==> config.mk <==
export PLATFORM = sky130hd
export DESIGN_NAME = tis_port_source
export DESIGN_NICKNAME = d
export VERILOG_FILES = /design/src/rtl/tis_port_pkg.sv /design/src/rtl/tis_fifo.sv /design/src/rtl/tis_port_source.sv
export SDC_FILE = /design/constraint.sdc
export NUM_CORES = 1
export LEC_CHECK = 0
export CELL_PAD_IN_SITES_DETAIL_PLACEMENT = 2
export CELL_PAD_IN_SITES_GLOBAL_PLACEMENT = 2
export CORE_AREA = 4 4 129 131
export DETAILED_ROUTE_END_ITERATION = 12
export DIE_AREA = 0 0 133 135
export HOLD_SLACK_MARGIN = 0.15
export PLACE_DENSITY = 0.75
export SYNTH_ARGS = -nofsm -noshare
export SYNTH_HDL_FRONTEND = slang
export SYNTH_SLANG_ARGS = --single-unit
==> constraint.sdc <==
create_clock -name clk -period 3.1 [get_ports clk]
set_input_delay 0.465 -clock clk [delete_from_list [all_inputs] [get_ports clk]]
set_output_delay 0.465 -clock clk [all_outputs]
set_load 0.005 [all_outputs]
==> src/rtl/tis_port_pkg.sv <==
// Shared definitions for the tis100 15-bit node port: field positions,
// the signed word range and the port handshake state encoding.
package tis_port_pkg;

    // Field positions inside a port word
    localparam int DATA_LSB  = 0;
    localparam int VALID_BIT = 11;
    localparam int ACK_BIT   = 12;

    // Legal value range of a tis100 word
    localparam int TIS_MAX = 999;
    localparam int TIS_MIN = -999;

    // Sender-side four-phase handshake states
    typedef enum logic [1:0] {
        IDLE    = 2'd0,
        REQ     = 2'd1,
        RELEASE = 2'd2
    } port_state_t;

endpackage

==> src/rtl/tis_fifo.sv <==
// Synchronous show-ahead FIFO. Pointers carry one extra wrap bit so that
// full and empty are told apart without a separate counter.
module tis_fifo #(
    parameter int DEPTH  = 8,
    parameter int DATA_W = 11
) (
    input  logic                      clk,
    input  logic                      rst_n,
    input  logic                      push,
    input  logic [DATA_W-1:0]         push_data,
    input  logic                      pop,
    output logic [DATA_W-1:0]         head,
    output logic                      empty,
    output logic                      full,
    output logic [$clog2(DEPTH):0]    level
);

    localparam int AW = $clog2(DEPTH);

    logic [AW:0]       wr_ptr;
    logic [AW:0]       rd_ptr;
    logic [DATA_W-1:0] mem [DEPTH];
    logic              do_push;
    logic              do_pop;

    // A pop in the same cycle frees a slot, so a push into a full FIFO is accepted then
    assign do_pop  = pop && !empty;
    assign do_push = push && (!full || do_pop);

    // Pointer update
    // NOTE: sequential state uses non-blocking assignments so every flop samples pre-edge values.
    always_ff @(posedge clk) begin
        if (!rst_n) begin
            wr_ptr <= '0;
            rd_ptr <= '0;
        end else begin
            if (do_push) wr_ptr <= wr_ptr + 1'b1;
            if (do_pop)  rd_ptr <= rd_ptr + 1'b1;
        end
    end

    // Storage write
    // NOTE: the array is not reset; the pointers alone decide which entries are meaningful.
    always_ff @(posedge clk) begin
        if (do_push) mem[wr_ptr[AW-1:0]] <= push_data;
    end

    assign head  = mem[rd_ptr[AW-1:0]];
    assign empty = (wr_ptr == rd_ptr);
    assign full  = (wr_ptr[AW] != rd_ptr[AW]) && (wr_ptr[AW-1:0] == rd_ptr[AW-1:0]);
    assign level = wr_ptr - rd_ptr;

endmodule

==> src/rtl/tis_port_source.sv <==
// Host-side transmitter for the tis100 node port: saturates and queues
// words, then hands them one at a time to a node over a four-phase
// valid/ack handshake, counting completed transfers.
module tis_port_source
    import tis_port_pkg::*;
#(
    parameter int DEPTH  = 8,
    parameter int DATA_W = 11,
    parameter int PORT_W = 15,
    parameter int CNT_W  = 16
) (
    input  logic                      clk,
    input  logic                      rst_n,
    input  logic                      wrEn,
    input  logic signed [DATA_W-1:0]  wrData,
    output logic                      full,
    output logic [$clog2(DEPTH):0]    level,
    output logic [PORT_W-1:0]         portOut,
    input  logic [PORT_W-1:0]         portIn,
    output logic                      busy,
    output logic [CNT_W-1:0]          sentCnt
);

    localparam logic signed [DATA_W-1:0] SAT_HI = DATA_W'(TIS_MAX);
    localparam logic signed [DATA_W-1:0] SAT_LO = DATA_W'(TIS_MIN);

    port_state_t              state;
    port_state_t              state_nx;
    logic signed [DATA_W-1:0] sat_data;
    logic [DATA_W-1:0]        head;
    logic [DATA_W-1:0]        data_q;
    logic                     fifo_empty;
    logic                     pop;
    logic                     ack;
    logic                     unused_port_bits;

    // Only the ack bit of the node's return port carries meaning here
    assign ack              = portIn[ACK_BIT];
    assign unused_port_bits = ^{portIn[PORT_W-1:ACK_BIT+1], portIn[ACK_BIT-1:0]};

    // Clamp incoming words to the legal tis100 range before they are queued
    // NOTE: every combinational output gets a value on every path, so no latch is inferred.
    always_comb begin
        sat_data = wrData;
        if (wrData > SAT_HI)      sat_data = SAT_HI;
        else if (wrData < SAT_LO) sat_data = SAT_LO;
    end

    tis_fifo #(
        .DEPTH  (DEPTH),
        .DATA_W (DATA_W)
    ) u_fifo (
        .clk       (clk),
        .rst_n     (rst_n),
        .push      (wrEn),
        .push_data (sat_data),
        .pop       (pop),
        .head      (head),
        .empty     (fifo_empty),
        .full      (full),
        .level     (level)
    );

    // Handshake state register; reset aborts any word in flight
    always_ff @(posedge clk) begin
        if (!rst_n) state <= IDLE;
        else        state <= state_nx;
    end

    // Handshake next-state: offer, wait for ack, wait for ack release
    always_comb begin
        state_nx = state;
        case (state)
            IDLE:    if (!fifo_empty) state_nx = REQ;
            REQ:     if (ack)         state_nx = RELEASE;
            RELEASE: if (!ack)        state_nx = IDLE;
            default:                  state_nx = IDLE;
        endcase
    end

    // Handshake outputs: pop in IDLE, drive data and valid only while offering
    always_comb begin
        pop     = (state == IDLE) && !fifo_empty;
        busy    = (state != IDLE);
        portOut = '0;
        if (state == REQ) begin
            portOut[VALID_BIT]             = 1'b1;
            portOut[DATA_LSB +: DATA_W]    = data_q;
        end
    end

    // Capture the popped head so it stays stable for the whole offer
    always_ff @(posedge clk) begin
        if (!rst_n)   data_q <= '0;
        else if (pop) data_q <= head;
    end

    // Count transfers at the moment the node acknowledges the offered word
    always_ff @(posedge clk) begin
        if (!rst_n)                     sentCnt <= '0;
        else if ((state == REQ) && ack) sentCnt <= sentCnt + 1'b1;
    end

endmodule
==> results by group, run 1 <==
Outcome
  – Status: completed

CTS
  – Number of setup buffers added after CTS: 0
  – Max H-tree Level: 4
  – Clock root buffer: clkbuf_16
  – Clk_lat worst skew: between 0.4 and 0.5 ns
  – Clk sink count: around 130
  – Total CTS buffers: 17
  – CTS max path bufs: 2
  – CTS hold repair buffers: 0
  – Clk slew on worst S/H paths: approximately 0.05 ns
  – CTS resizes: 0
  – TritonCTS clock tree: done

GRT
  – Largest net degree at the start of global routing: 37
  – GRT Total Usage: approximately 17%
  – Antenna violations before repair: 0
  – First-pass GRT wire length: 22500 um
  – Grt total ovfl: 0
  – Vias in the first global route: roughly 3800
  – Top Usage Layer GRT: met2
  – Grt met2 use: between 30% and 40%
  – Met3 usage: under 10%
  – Met1 usage in global routing: 19.3%

Critical path
  – Type of element capturing the critical path: output pin
  – Arrival time at the worst endpoint: 2.42 ns
  – CP Max Fanout: 9
  – Critical path startpoint category: flop
  – Worst Path Required: 2.63 ns
  – Setup CP Type: flop to output pin

Final layout
  – Sequential Area: between 3000 and 4000 um2
  – Fillers: roughly 1600
  – Ant diodes: 0
  – Share of post-route cells with drive strength above 1: a little over an eighth
  – Nets@finish: 499
  – Final cell count without fillers: 690
  – Synthesis-to-layout area growth: 25.3%
  – Footprint of the multi-input gates: between 1500 and 2000 um2

Floorplan
  – # rows: 46
  – Die width: 133 um
  – Die footprint: between 15000 and 20000 um2
  – Core Footprint: 15600 um2
  – Starting Density: about 34%
  – Die span in y: 135 um
  – Top Ports: 66

STA
  – Setup violators final: 0
  – FMAX: 346 MHz
  – Min Hold Slack: just under 0.5 ns
  – Setup TNS: 0 ns
  – Skew final: around 0.009 ns
  – Slew headroom: between 50% and 60%
  – Max Slew Vio Count: 0
  – Final worst path period share: just over 90%
  – Final worst slack: between 0.2 and 0.25 ns
  – Final Hold Viols: 0
  – Unrepaired setup endpoints after global routing: false
  – Worst slew pin tran: ~0.73 ns
  – Final min period: roughly 2.9 ns

Synthesis
  – Yosys reg bits: approximately 130
  – Post-synth EDFFs: ~90
  – Count leader, synth: edfxtp_1
  – Most frequent cells after synthesis: 88 x edfxtp_1, 37 x dfxtp_1, 30 x a21oi_1, 25 x mux2i_1, 21 x nor2_1
  – Largest area contributor in the synthesized netlist: edfxtp_1
  – Synth Area per Inst: about 13 um2
  – Post-synth ARST share: 0%
  – Ys Warns: 0
  – Top-area cell type share of the netlist area: ~49%
  – Ranking of synthesized cells by area: edfxtp_1 49%, dfxtp_1 14%, mux2i_1 4.7%
  – Ys flop type: edfxtp_1
  – Netlist cell types: 46
  – Sequential share of the synthesized area: about 63%
  – Cell Area, Synth: 5340 um2
  – Cells after synthesis: 400

Power and ir drop
  – Psw: ~1400 uW
  – PwrDens: 761 nW/um2
  – Total power: 5090 uW
  – Clk network pwr share: between 40 and 50%
  – Peak supply drop: 0.418 mV
  – Comb pwr share: a little over 20%
  – Sw Share: a little over a quarter
  – Reg power frac: 39.6%
  – Static Leakage: about 0.0023 uW
  – Internal Power: roughly 3700 uW

Route
  – DR vias: ~3500
  – Total iterations of the first detailed-routing run: 4
  – Wire length per cell: 20.7 um
  – Drt drc: 0
  – Vias/cell: approximately 5.1
  – Wirelength, routed: 14300 um
  – Iteration-0 DRC count of the detailed router: between 200 and 250
  – Final ANT Viol Nets: 0

Run
  – MaxCap Viol Count: 0

Placement
  – DP HPWL: between 9000 and 10000 um
  – IO buf count: 48
  – Routability cong.: about 0.74
  – Placed cells: roughly 660
  – Pre-CTS setup slack: 0.389 ns

Worst hold path
  – Worst Hold Class: flop to flop
==> path summary, 6_finish.rpt <==
| kind | startpoint | to | slack (ns) | cells after the start |
|---|---|---|---|---|
| worst max register to register | u_fifo.wr_ptr[0] | u_fifo.mem[3][4] | 0.79 | 6 |
| worst max-delay path | u_fifo.wr_ptr[1] | level[3] | 0.21 | 5 |
| worst min-delay path | sentCnt[14] | sentCnt[14] | 0.48 | 2 |
| worst min register to register | sentCnt[14] | sentCnt[14] | 0.48 | 2 |
==> sequential cells by signal (all words and copies together) (netlist names) <==
signal         flops
data_q            11
u_fifo.mem        88
u_fifo.wr_ptr      4
u_fifo.rd_ptr      4
state              2
sentCnt           16
==> placed cells by master (no fill, tap or decap), types with 4 or more instances in the layout <==
| cell | n |
|---|---|
| mux2i_1 | 25 |
| bufinv_16 | 4 |
| o21ai_0 | 6 |
| o21ai_1 | 16 |
| ha_1 | 7 |
| nand2_1 | 14 |
| xor2_1 | 5 |
| clkdlybuf4s50_1 | 48 |
| xnor2_1 | 12 |
| o21a_1 | 4 |
| nor3_1 | 9 |
| a21oi_1 | 30 |
| dfxtp_1 | 36 |
| nand4_1 | 4 |
| nand2b_1 | 5 |
| edfxtp_1 | 88 |
| o22ai_1 | 11 |
| inv_1 | 20 |
| buf_4 | 14 |
| nor2_1 | 21 |
| and2_1 | 12 |
| clkbuf_16 | 17 |
| mux4_2 | 11 |
| nand3_1 | 13 |
==> power by group through the flow <==
| stage | Sequential (uW) | Combinational, uW | Clock (uW) |
|---|---|---|---|
| CTS | 2020 | 1050 | 2080 |
| global placement | 2040 | 978 | 0 |
| finish | 2020 | 1030 | 2040 |
| detailed placement | 2050 | 1030 | 0 |
| global route | 2040 | 1140 | 2160 |
| floorplan | 2030 | 680 | 0 |
==> worst max-delay path: stages (launching register included) <==
cell and delay, ns:
dfxtp_1 0.57, ha_1 0.33, a21o_1 0.20, a21oi_1 0.23, xnor2_1 0.15, clkdlybuf4s50_1 0.52
==> layer usage <==
metal  share of wire (%)  vias to the layer above
li1                    -                     1613
met1                  41                     1782
met3                 4.1                       14
met4                 1.5                        0
met5                   0                        -
met2                  53                       82
==> metrics by stage <==
| step | util (%) | area, um2 |
|---|---|---|
| final | 42.9 | 6690 |
| after global routing | 42.9 | 6690 |
| after CTS | 42.9 | 6690 |
| after detailed placement | 39.0 | 6090 |
| after global placement | 39.0 | 6090 |
| after floorplan | - | 5350 |
==> kinds of logic after synthesis <==
family / after synthesis / synth area share [%]
flip-flops: 125 / 63.4
AND/OR/NAND/NOR: 95 / 9.93
AO/OA/AOI/OAI: 76 / 8.53
buffers and inverters: 41 / 3.68
multiplexers: 36 / 9.33
XOR/XNOR: 18 / 3.09
adder cells (fa/ha/maj): 8 / 2.01
other: 1 / 0.0702
==> area by class of cell <==
class                      instances  area share [%]
clock buffer                      18            6.41
sequential                       125            50.6
multi-input combinational        236            26.5
timing repair buffer              62            8.75
tap                              216            4.04
clock inverter                    13            2.58
inverter                          20            1.12
(Power assumes the default switching activity.)
==> inputs of run 2 (changes only) <==
==> config.mk (replaced) <==
export PLATFORM = sky130hd
export DESIGN_NAME = tis_port_source
export DESIGN_NICKNAME = d
export VERILOG_FILES = /design/src/rtl/tis_port_pkg.sv /design/src/rtl/tis_fifo.sv /design/src/rtl/tis_port_source.sv
export SDC_FILE = /design/constraint.sdc
export NUM_CORES = 1
export LEC_CHECK = 0
export CAP_MARGIN = 20
export CELL_PAD_IN_SITES_DETAIL_PLACEMENT = 1
export CELL_PAD_IN_SITES_GLOBAL_PLACEMENT = 1
export CORE_AREA = 4 4 120 122
export DETAILED_ROUTE_END_ITERATION = 12
export DIE_AREA = 0 0 124 126
export HOLD_SLACK_MARGIN = 0.15
export PLACE_DENSITY = 0.74
export RECOVER_POWER = 100
export SYNTH_ARGS = -nofsm -noshare
export SYNTH_HDL_FRONTEND = slang
export SYNTH_SLANG_ARGS = --single-unit
==> run 2 against run 1 <==
Against the previous run: combinational power fell by 5%; fmax rose by 2.6%; sequential share of layout area rose by 0.96 points; global-route usage rose by 0.80 points; sequential power barely moved; setup slack improved by 0.074 ns; power fell by 3.1%; final area fell by 1.9%.
==> results by group, run 2 (synthesis gave the netlist of run 1 again) <==
Outcome
  – Status: completed

GRT
  – Antenna violations before repair: 0 (unchanged)
  – First-pass GRT wire length: 20000 um (-11%)
  – Grt total ovfl: 0 (unchanged)
  – Vias in the first global route: 3609 (-5.8%)
  – GRT Total Usage: 17.4% (+0.80 points)
  – Largest net degree at the start of global routing: 37 (unchanged)

Route
  – Iteration-0 DRC count of the detailed router: 172 (-18%)
  – Wire length per cell: 19.3 um (-6.7%)
  – Wirelength, routed: 12600 um (-12%)
  – DR vias: 3413 (-2.2%)
  – Total iterations of the first detailed-routing run: 4 (unchanged)
  – Final ANT Viol Nets: 0 (unchanged)
  – Vias/cell: 5.24 (+3.6%)
  – Drt drc: 0 (unchanged)

Critical path
  – Slowest stage cell, crit path: nor3_1
  – WP buf/inv: 1 (unchanged)
  – Arrival time at the worst endpoint: 2.87 ns (+0.45 ns)
  – Worst Path Required: 3.16 ns (+0.53 ns)
  – Setup CP Type: flop to flop
  – Type of element capturing the critical path: flop
  – Critical path cell sequence: ha_1 > nand3_1 > o31ai_4 > nor3_1 > clkbuf_1
  – Delay-heaviest family, CP: simple AND/OR/NAND/NOR gates
  – CP Max Fanout: 8 (-1)
  – CP max stage delay: 0.66 ns (+0.09 ns)
  – Critical path startpoint category: flop

Final layout
  – Max reg flops: 88 (unchanged)
  – Nets@finish: 499 (unchanged)
  – Ant diodes: 0 (unchanged)
  – Synthesis-to-layout area growth: 23.0%
  – Share of post-route cells with drive strength above 1: 12.0% (-1.7 points)
  – Fin area: 6570 um2 (-1.9%)
  – Commonest non-fill, non-tap cell in the layout: edfxtp_1
  – Most used cells in the layout excluding fill and tap cells: 88 x edfxtp_1, 36 x dfxtp_1, 30 x a21oi_1, 25 x mux2i_1

Placement
  – DP HPWL: 8030 um (-15%)
  – IO buf count: 48 (unchanged)
  – Routability cong.: 0.786 (+6.6%)
  – Placed inst area: 6040 um2 (-0.82%)

Floorplan
  – Core Footprint: 13200 um2 (-15%)
  – Die span in y: 126 um (-6.7%)
  – # rows: 42 (-8.7%)
  – Top Ports: 66 (unchanged)
  – Die width: 124 um (-6.8%)
  – Starting Density: 40.5% (+6.2 points)
  – Die footprint: 15600 um2 (-13%)

Power and ir drop
  – PwrDens: 752 nW/um2 (-1.2%)
  – Clk network pwr share: 39.6% (-0.5 points)
  – Peak supply drop: 0.465 mV (+11%)
  – Reg power frac: 40.6% (+1.0 points)
  – Static Leakage: 0.00230 uW (+1.4%)
  – Sw Share: 28.1% (+0.79 points)
  – Internal Power: 3550 uW (-4.1%)
  – Comb pwr share: 19.8% (-0.5 points)
  – Psw: 1390 uW (-0.25%)

CTS
  – Clock root buffer: clkbuf_16
  – CTS resizes: 0 (unchanged)
  – Clk slew on worst S/H paths: 0.06 ns (about the same)
  – CTS hold repair buffers: 0 (unchanged)
  – CTS max path bufs: 2 (unchanged)
  – Max H-tree Level: 4 (unchanged)
  – TritonCTS clock tree: done
  – Clk sink count: 125 (unchanged)
  – Total CTS buffers: 17 (unchanged)
  – Number of setup buffers added after CTS: 0 (unchanged)
  – Clk_lat worst skew: 0.43 ns (about the same)

STA
  – Skew final: 0.00762 ns (-0.00154 ns)
  – Final Hold Viols: 0 (unchanged)
  – Unrepaired setup endpoints after global routing: false
  – Worst slew pin tran: 1.16 ns (+0.426 ns)
  – Setup TNS: 0 ns (unchanged)
  – Final worst path period share: 90.8% (-2.4 points)
  – Setup violators final: 0 (unchanged)
  – Final min period: 2.81 ns (-0.0743 ns)
  – Slew headroom: 22.7% (-28 points)
  – Max Slew Vio Count: 0 (unchanged)
  – FMAX: 355 MHz (+2.6%)

Run
  – MaxCap Viol Count: 0 (unchanged)

Worst hold path
  – Worst Hold Class: flop to flop
## run 2: cell types whose count changed in the layout (fill, tap and decap cells not counted), moves of 4 or more
cell and delta:
o21ai_1 -14, o21ai_0 +14, and2_0 +9, dlygate4sd3_1 +24, clkbuf_2 +4, and2_1 -9, clkdlybuf4s50_1 -24, clkbuf_1 +7
buf_4 -11
## run 2: worst min-delay path, stage by stage (launching register included)
cell	delay [ns]
dfxtp_1	0.32
nand2_1	0.06
mux2i_1	0.07
## run 2: per-layer routing
metal	up-vias	share of wire (%)	GRT usage, %
li1	1609	-	-
met2	81	50	27.8
met1	1706	44	21.6
met4	0	1.7	6.51
met3	17	4.5	6.32
met5	-	0	0
## run 2: worst paths after layout
kind / start / depth (start not counted) / slack (ns) / to
max reg2reg: u_fifo.wr_ptr[2] / 5 / 0.29 / u_fifo.mem[5][7]
min reg2reg: sentCnt[14] / 2 / 0.50 / sentCnt[14]
max: u_fifo.wr_ptr[2] / 5 / 0.29 / u_fifo.mem[5][7]
min: sentCnt[14] / 2 / 0.50 / sentCnt[14]
## run 2: layout make-up
cell class                 count  area [um2]
fill                        1359        6620
sequential                   125        3380
multi-input combinational    236        1750
timing repair buffer          62         549
clock buffer                  19         443
tap                          176         220
clock inverter                13         140
inverter                      20        75.1
## run 2: stage by stage
step,setup slack (ns),power (uW),instances,utilization (%),hold WS [ns]
floorplan,0.215,2710,402,-,0.464
global placement,0.514,3040,619,45.8,0.459
detailed placement,0.436,3080,619,45.8,0.497
CTS,0.318,5050,651,50.2,0.513
global route,0.124,5200,651,49.8,0.520
finish,0.286,4940,651,49.8,0.499
## run 2: power groups by stage
stage          registers (uW)  clock network (uW)  logic (uW)
5_1_grt                  2030                2080        1090
4_1_cts                  2010                1990        1040
3_5_place_dp             2040                   0        1030
2_1_floorplan            2030                   0         680
6_report                 2010                1950         977
3_3_place_gp             2040                   0        1000
==> inputs of run 3 (changes only) <==
--- a/config.mk
+++ b/config.mk
@@ -14,6 +14,7 @@
 export HOLD_SLACK_MARGIN = 0.15
 export PLACE_DENSITY = 0.74
 export RECOVER_POWER = 100
+export SLEW_MARGIN = 20
 export SYNTH_ARGS = -nofsm -noshare
 export SYNTH_HDL_FRONTEND = slang
 export SYNTH_SLANG_ARGS = --single-unit
==> results of run 3 <==
Final layout, timing and power as in run 2 (identical DEF).
